===== src/rtl/mem_port_arbiter.sv =====
// rtl/mem_port_arbiter.sv - round-robin/burst arbiter sharing one sync-read memory port between CPU and DMA
module mem_port_arbiter #(
  parameter int MAX_BURST = 4,
  parameter int PRIORITY  = 0
) (
  input  logic       clk,
  input  logic       reset,
  input  logic       cpu_req,
  input  logic       cpu_we,
  input  logic [7:0] cpu_addr,
  input  logic [7:0] cpu_wdata,
  input  logic       cpu_lock,
  output logic       cpu_gnt,
  output logic       cpu_rvalid,
  output logic [7:0] cpu_rdata,
  input  logic       dma_req,
  input  logic       dma_we,
  input  logic [7:0] dma_addr,
  input  logic [7:0] dma_wdata,
  output logic       dma_gnt,
  output logic       dma_rvalid,
  output logic [7:0] dma_rdata,
  output logic       mem_en,
  output logic       mem_we,
  output logic [7:0] mem_addr,
  output logic [7:0] mem_wdata,
  input  logic [7:0] mem_rdata
);

  localparam int BW = ($clog2(MAX_BURST + 1) < 3) ? 3 : $clog2(MAX_BURST + 1);
  localparam logic [BW-1:0] BURST_MAX = BW'(MAX_BURST);

  localparam logic [1:0] S_IDLE    = 2'd0;
  localparam logic [1:0] S_OWN_CPU = 2'd1;
  localparam logic [1:0] S_OWN_DMA = 2'd2;
  localparam logic [1:0] S_LOCKED  = 2'd3;

  logic [1:0]    state, state_nxt;
  logic [BW-1:0] burst_cnt, burst_nxt, burst_inc;
  logic          last_dma;
  logic          rd_pend, rd_owner;
  logic          both, pick_dma;

  assign both = cpu_req & dma_req;

  // pick_dma only matters when DMA is requesting; a lone CPU request always resolves to CPU.
  always_comb begin
    pick_dma = 1'b0;
    case (state)
      S_LOCKED:  pick_dma = 1'b0;
      S_IDLE:    pick_dma = both ? ~last_dma : dma_req;
      S_OWN_CPU: pick_dma = both ? (burst_cnt >= BURST_MAX) : dma_req;
      S_OWN_DMA: pick_dma = both ? (burst_cnt < BURST_MAX) : dma_req;
      default:   pick_dma = 1'b0;
    endcase
  end

  // Grants are gated by reset so every output is quiet while reset is held.
  assign cpu_gnt = reset & cpu_req & ~pick_dma;
  assign dma_gnt = reset & dma_req & pick_dma;

  assign mem_en    = cpu_gnt | dma_gnt;
  assign mem_we    = (cpu_gnt & cpu_we) | (dma_gnt & dma_we);
  assign mem_addr  = ({8{cpu_gnt}} & cpu_addr) | ({8{dma_gnt}} & dma_addr);
  assign mem_wdata = ({8{cpu_gnt}} & cpu_wdata) | ({8{dma_gnt}} & dma_wdata);

  assign burst_inc = (burst_cnt >= BURST_MAX) ? BURST_MAX : burst_cnt + 1'b1;

  always_comb begin
    state_nxt = (state == S_LOCKED) ? S_LOCKED : S_IDLE;
    burst_nxt = '0;
    if (cpu_gnt) begin
      state_nxt = cpu_lock ? S_LOCKED : S_OWN_CPU;
      burst_nxt = (state == S_OWN_CPU || state == S_LOCKED) ? burst_inc : BW'(1);
    end else if (dma_gnt) begin
      state_nxt = S_OWN_DMA;
      burst_nxt = (state == S_OWN_DMA) ? burst_inc : BW'(1);
    end
  end

  always_ff @(posedge clk or negedge reset) begin
    if (!reset) begin
      state     <= S_IDLE;
      burst_cnt <= '0;
      last_dma  <= (PRIORITY == 0);
      rd_pend   <= 1'b0;
      rd_owner  <= 1'b0;
    end else begin
      state     <= state_nxt;
      burst_cnt <= burst_nxt;
      if (both && mem_en)
        last_dma <= dma_gnt;
      rd_pend   <= mem_en & ~mem_we;
      rd_owner  <= dma_gnt;
    end
  end

  assign cpu_rvalid = rd_pend & ~rd_owner;
  assign dma_rvalid = rd_pend & rd_owner;
  assign cpu_rdata  = cpu_rvalid ? mem_rdata : 8'h00;
  assign dma_rdata  = dma_rvalid ? mem_rdata : 8'h00;

endmodule

===== config.mk =====
export PLATFORM = sky130hd
export DESIGN_NAME = mem_port_arbiter
export DESIGN_NICKNAME = d
export VERILOG_FILES = /design/src/rtl/mem_port_arbiter.sv
export SDC_FILE = /design/constraint.sdc
export NUM_CORES = 1
export LEC_CHECK = 0
export BUFFER_PORTS_ARGS = -buffer_cell sky130_fd_sc_hd__clkbuf_2
export CAP_MARGIN = 20
export CORE_MARGIN = 3
export CORE_UTILIZATION = 35
export CTS_CLUSTER_SIZE = 12
export DETAILED_ROUTE_END_ITERATION = 10
export PLACE_DENSITY = 0.88
export SETUP_SLACK_MARGIN = 0.4
export SLEW_MARGIN = 20
export SYNTH_ARGS = -nofsm -noshare
export SYNTH_HDL_FRONTEND = slang
export SYNTH_SLANG_ARGS = --single-unit

===== constraint.sdc =====
create_clock -name clk -period 1.8 [get_ports clk]
set_input_delay 0.09 -clock clk [delete_from_list [all_inputs] [get_ports clk]]
set_output_delay 0.09 -clock clk [all_outputs]
set_load 0.01 [all_outputs]

==> summary.md <==
| Metric | Value |
|---|---|
| Pwr dens | `566 nW/µm²` |
| Fraction of layout cells with a size suffix above 1 | `62.5%` |
| Final hold violation count | `0` |
| Reg2reg setup slack | `0.20 ns` |
| Crit Path Max Fanout | `5` |
| Layout Nets | `234` |
| Total Routed Length | `3100 µm` |
| Crit. End Element | `primary output` |
| Fin area | `1390 µm²` |
| DP HPWL | `2260 µm` |
| Core ar. | `2080 µm²` |
| Yosys reg bits | `8` |
| Total power | `0.787 mW` |
| Initial Util | `39.3%` |
| Required @ worst endpoint | `1.71 ns` |
| DR vias/cell | `5.18` |
| Violated checks | `setup timing` |
| Avg Inst Size Synth | `8.99 µm²` |
| Remaining Overflow, GRT | `0` |
| Clock Power Share | `20.7%` |
| Layout Cells excl Fill | `211` |
| Count of final setup violators | `18` |
| Worst hold path stage count | `2` |
| Startpoint types | `flop` |
| Largest net degree at the start of global routing | `12` |
| Switch Pwr | `0.293 mW` |
| Register Area | `208 µm²` |
| R2R Path Start | `state[1]$_DFF_PN0_` |
| Fmax | `0.525 GHz` |
| Comb power frac | `48.6%` |
| RR Endpoint | `rd_pend$_DFF_PN0_` |
| Pre-CTS setup slack | `0.208 ns` |
| Total track usage | `21.8%` |
| Total CTS buffers | `3` |
| FILL cells | `180` |
| Clk_lat worst skew | `0.27 ns` |
| R2R depth | `6` |
| Hold Startpoint | `dma_req` |
| DR WL/cell | `14.7 µm` |
| TritonCTS clock tree | `done` |
| Clk root buf | `clkbuf_4` |
| Worst EP arrival | `1.81 ns` |
| Dpl cells | `197` |
| Worst Skew | `0.000548 ns` |
| Max IR drop VDD | `0.410 mV` |
| RSZ-0062 raised after global routing | `true` |
| Die Width | `54.4 µm` |
| Synth Warn # | `0` |
| DRT Pass-1 Iters | `4` |
| Leakage Power | `0.808 nW` |
| Internal | `0.495 mW` |
| Initial detailed-routing violation count | `37` |
| Worst Max-Slew Pin Slew | `0.396 ns` |
| WS Path Type | `reg2out` |
| Port buffer count | `84` |
| Sequential Power Share | `30.7%` |
| Placement Rows | `16` |
| Syn Std Cell Area | `818 µm²` |
| Area of the multi-input gates | `582 µm²` |
| Clk slew on worst S/H paths | `0.06 ns` |
| Residual DRC | `0` |
| Vias in the first global route | `1078` |
| Final core utilization | `66.8%` |
| Area growth, synth to finish | `70.0%` |
| Final setup TNS | `-1.53 ns` |
| Routability Congestion | `0.753` |
| Antenna-violating nets left | `0` |
| Max-Cap Viols | `0` |
| Worst hold margin | `0.0385 ns` |
| Clk buf depth | `2` |
| Clk sinks | `8` |
| First-pass GRT wire length | `4680 µm` |
| Number of diodes | `0` |
| Die ar. | `2950 µm²` |
| Tightest Hold Check Type | `in2reg` |
| Slew headroom | `73.5%` |
| Seq/Total Area, Yosys | `24.6%` |
| Fin crit share | `106%` |
| Die Span Y | `54.4 µm` |
| Syn Inst Count | `91` |
| Number of H-tree levels | `1` |
| Switching share of power | `37.2%` |
| Max-slew violations | `0` |
| PnR worst setup slack | `-0.105 ns` |
| Syn Nets | `140` |
| Placed inst area | `1220 µm²` |
| Number of I/O pins | `85` |
| Min-Delay Endpoint | `last_dma$_DFFE_PN1P_` |
| Status | `finished with violations` |
| Number of library cell types mapped by synthesis | `29` |
| Initial antenna violation count | `0` |
| Fin crit period | `1.90 ns` |
| Via count | `1092` |
## logic make-up after synthesis
family / share of synthesized area (%)
adders and majority gates: 3.06
and+or+nand+nor: 24.5
buffers and inverters: 11.9
DFF: 24.6
AOI/OAI and AO/OA: 35.9
## how the worst max path moves through the flow
| stage | from | to | slack [ns] | cells after the start |
|---|---|---|---|---|
| 2_1_floorplan | last_dma$_DFFE_PN1P_ | mem_addr[6] | 0.38 | 5 |
| 3_3_place_gp | state[0]$_DFF_PN0_ | mem_addr[2] | 0.23 | 5 |
| 3_5_place_dp | state[0]$_DFF_PN0_ | mem_addr[4] | 0.21 | 5 |
| 4_1_cts | last_dma$_DFFE_PN1P_ | mem_addr[1] | -0.08 | 5 |
| 5_1_grt | last_dma$_DFFE_PN1P_ | mem_addr[2] | -0.16 | 6 |
| 6_report | last_dma$_DFFE_PN1P_ | mem_addr[2] | -0.10 | 6 |
## power by group through the flow
stage                     registers (mW)  logic [mW]  clock network, mW
final                              0.241       0.383              0.163
after CTS                          0.240       0.336              0.167
after global routing               0.244       0.415              0.176
after global placement             0.237       0.298                  0
after detailed placement           0.238       0.308                  0
after floorplan                    0.225       0.203                  0
## cells in the final DEF, fill, tap and decap left out
cell	n
a31oi_1	1
dfrtp_2	5
buf_2	4
or2_4	1
nand2b_1	1
buf_4	6
nor2_4	1
buf_6	4
a221oi_1	1
nor2_1	3
nand2b_4	2
ha_1	2
o21a_1	1
a22o_1	18
o31ai_1	1
a21oi_1	3
a211oi_1	1
dfstp_2	1
o22a_2	1
dfrtp_1	2
dlygate4sd3_1	1
a32oi_4	1
inv_1	7
clkbuf_1	1
o21a_4	3
a21oi_4	1
nor2b_4	1
and2_1	10
or2_2	1
o22ai_1	2
clkbuf_2	79
nor3b_1	1
clkbuf_4	3
o31a_2	1
nand2_1	4
nand3_1	1
and3_1	8
## state kept, by name (all words and copies together), names as in the netlist
| register | count |
|---|---|
| burst_cnt | 3 |
| last_dma | 1 |
| rd_owner | 1 |
| rd_pend | 1 |
| state | 2 |
## metal layers
| layer | part of all wire (%) | global-route usage, % | vias up |
|---|---|---|---|
| li1 | - | - | 528 |
| met1 | 36 | 23.7 | 491 |
| met2 | 53 | 40.0 | 64 |
| met3 | 7.7 | 4.09 | 9 |
| met4 | 2.7 | 10.8 | 0 |
| met5 | 0 | 0 | - |
## worst max-delay path: stages, from the launching register on
cell,delay [ns]
dfstp_2,0.59
nand2b_4,0.07
a32oi_4,0.29
buf_4,0.19
o21a_4,0.15
a22o_1,0.13
clkbuf_2,0.12
## synthesized netlist by cell type
master | n | share of area, %
nand3_1 | 1 | 0.61
inv_1 | 7 | 3.2
a211oi_1 | 1 | 0.92
a21oi_2 | 1 | 1.1
a31oi_1 | 1 | 0.77
nor2b_1 | 1 | 0.77
o21a_1 | 1 | 0.92
o31ai_1 | 1 | 0.92
o22ai_1 | 2 | 1.5
ha_1 | 2 | 3.1
a32oi_4 | 1 | 3.4
nor2_1 | 4 | 1.8
and2_1 | 10 | 7.6
a22o_1 | 18 | 19
nor3b_1 | 1 | 0.92
and3_1 | 8 | 6.1
a221oi_1 | 1 | 1.1
dfstp_2 | 1 | 3.2
buf_6 | 6 | 8.3
or2_2 | 2 | 1.5
nand2b_4 | 1 | 1.7
o31a_2 | 1 | 1.2
o22a_2 | 1 | 1.2
nand2_1 | 4 | 1.8
clkbuf_1 | 1 | 0.46
nand2b_1 | 2 | 1.5
dfrtp_1 | 7 | 21
o21a_4 | 1 | 1.8
a21oi_1 | 3 | 1.8
## what timing repair did
action	4_1_cts	5_1_grt
endpoints found under the hold margin	8	0
endpoints found under the setup margin	32	33
pin swaps	3	1
gates cloned	1	1
buffers inserted	1	6
gates resized for setup	7	15
hold buffers	1	0
## area by class of cell
type                       instances  share of cell area [%]
multi-input combinational         71                    41.8
inverter                           7                    1.89
timing repair buffer              94                    37.1
tap                               27                    2.43
sequential                         8                    14.9
clock buffer                       4                    1.89
Note: power is estimated with default switching activity, not from simulation.
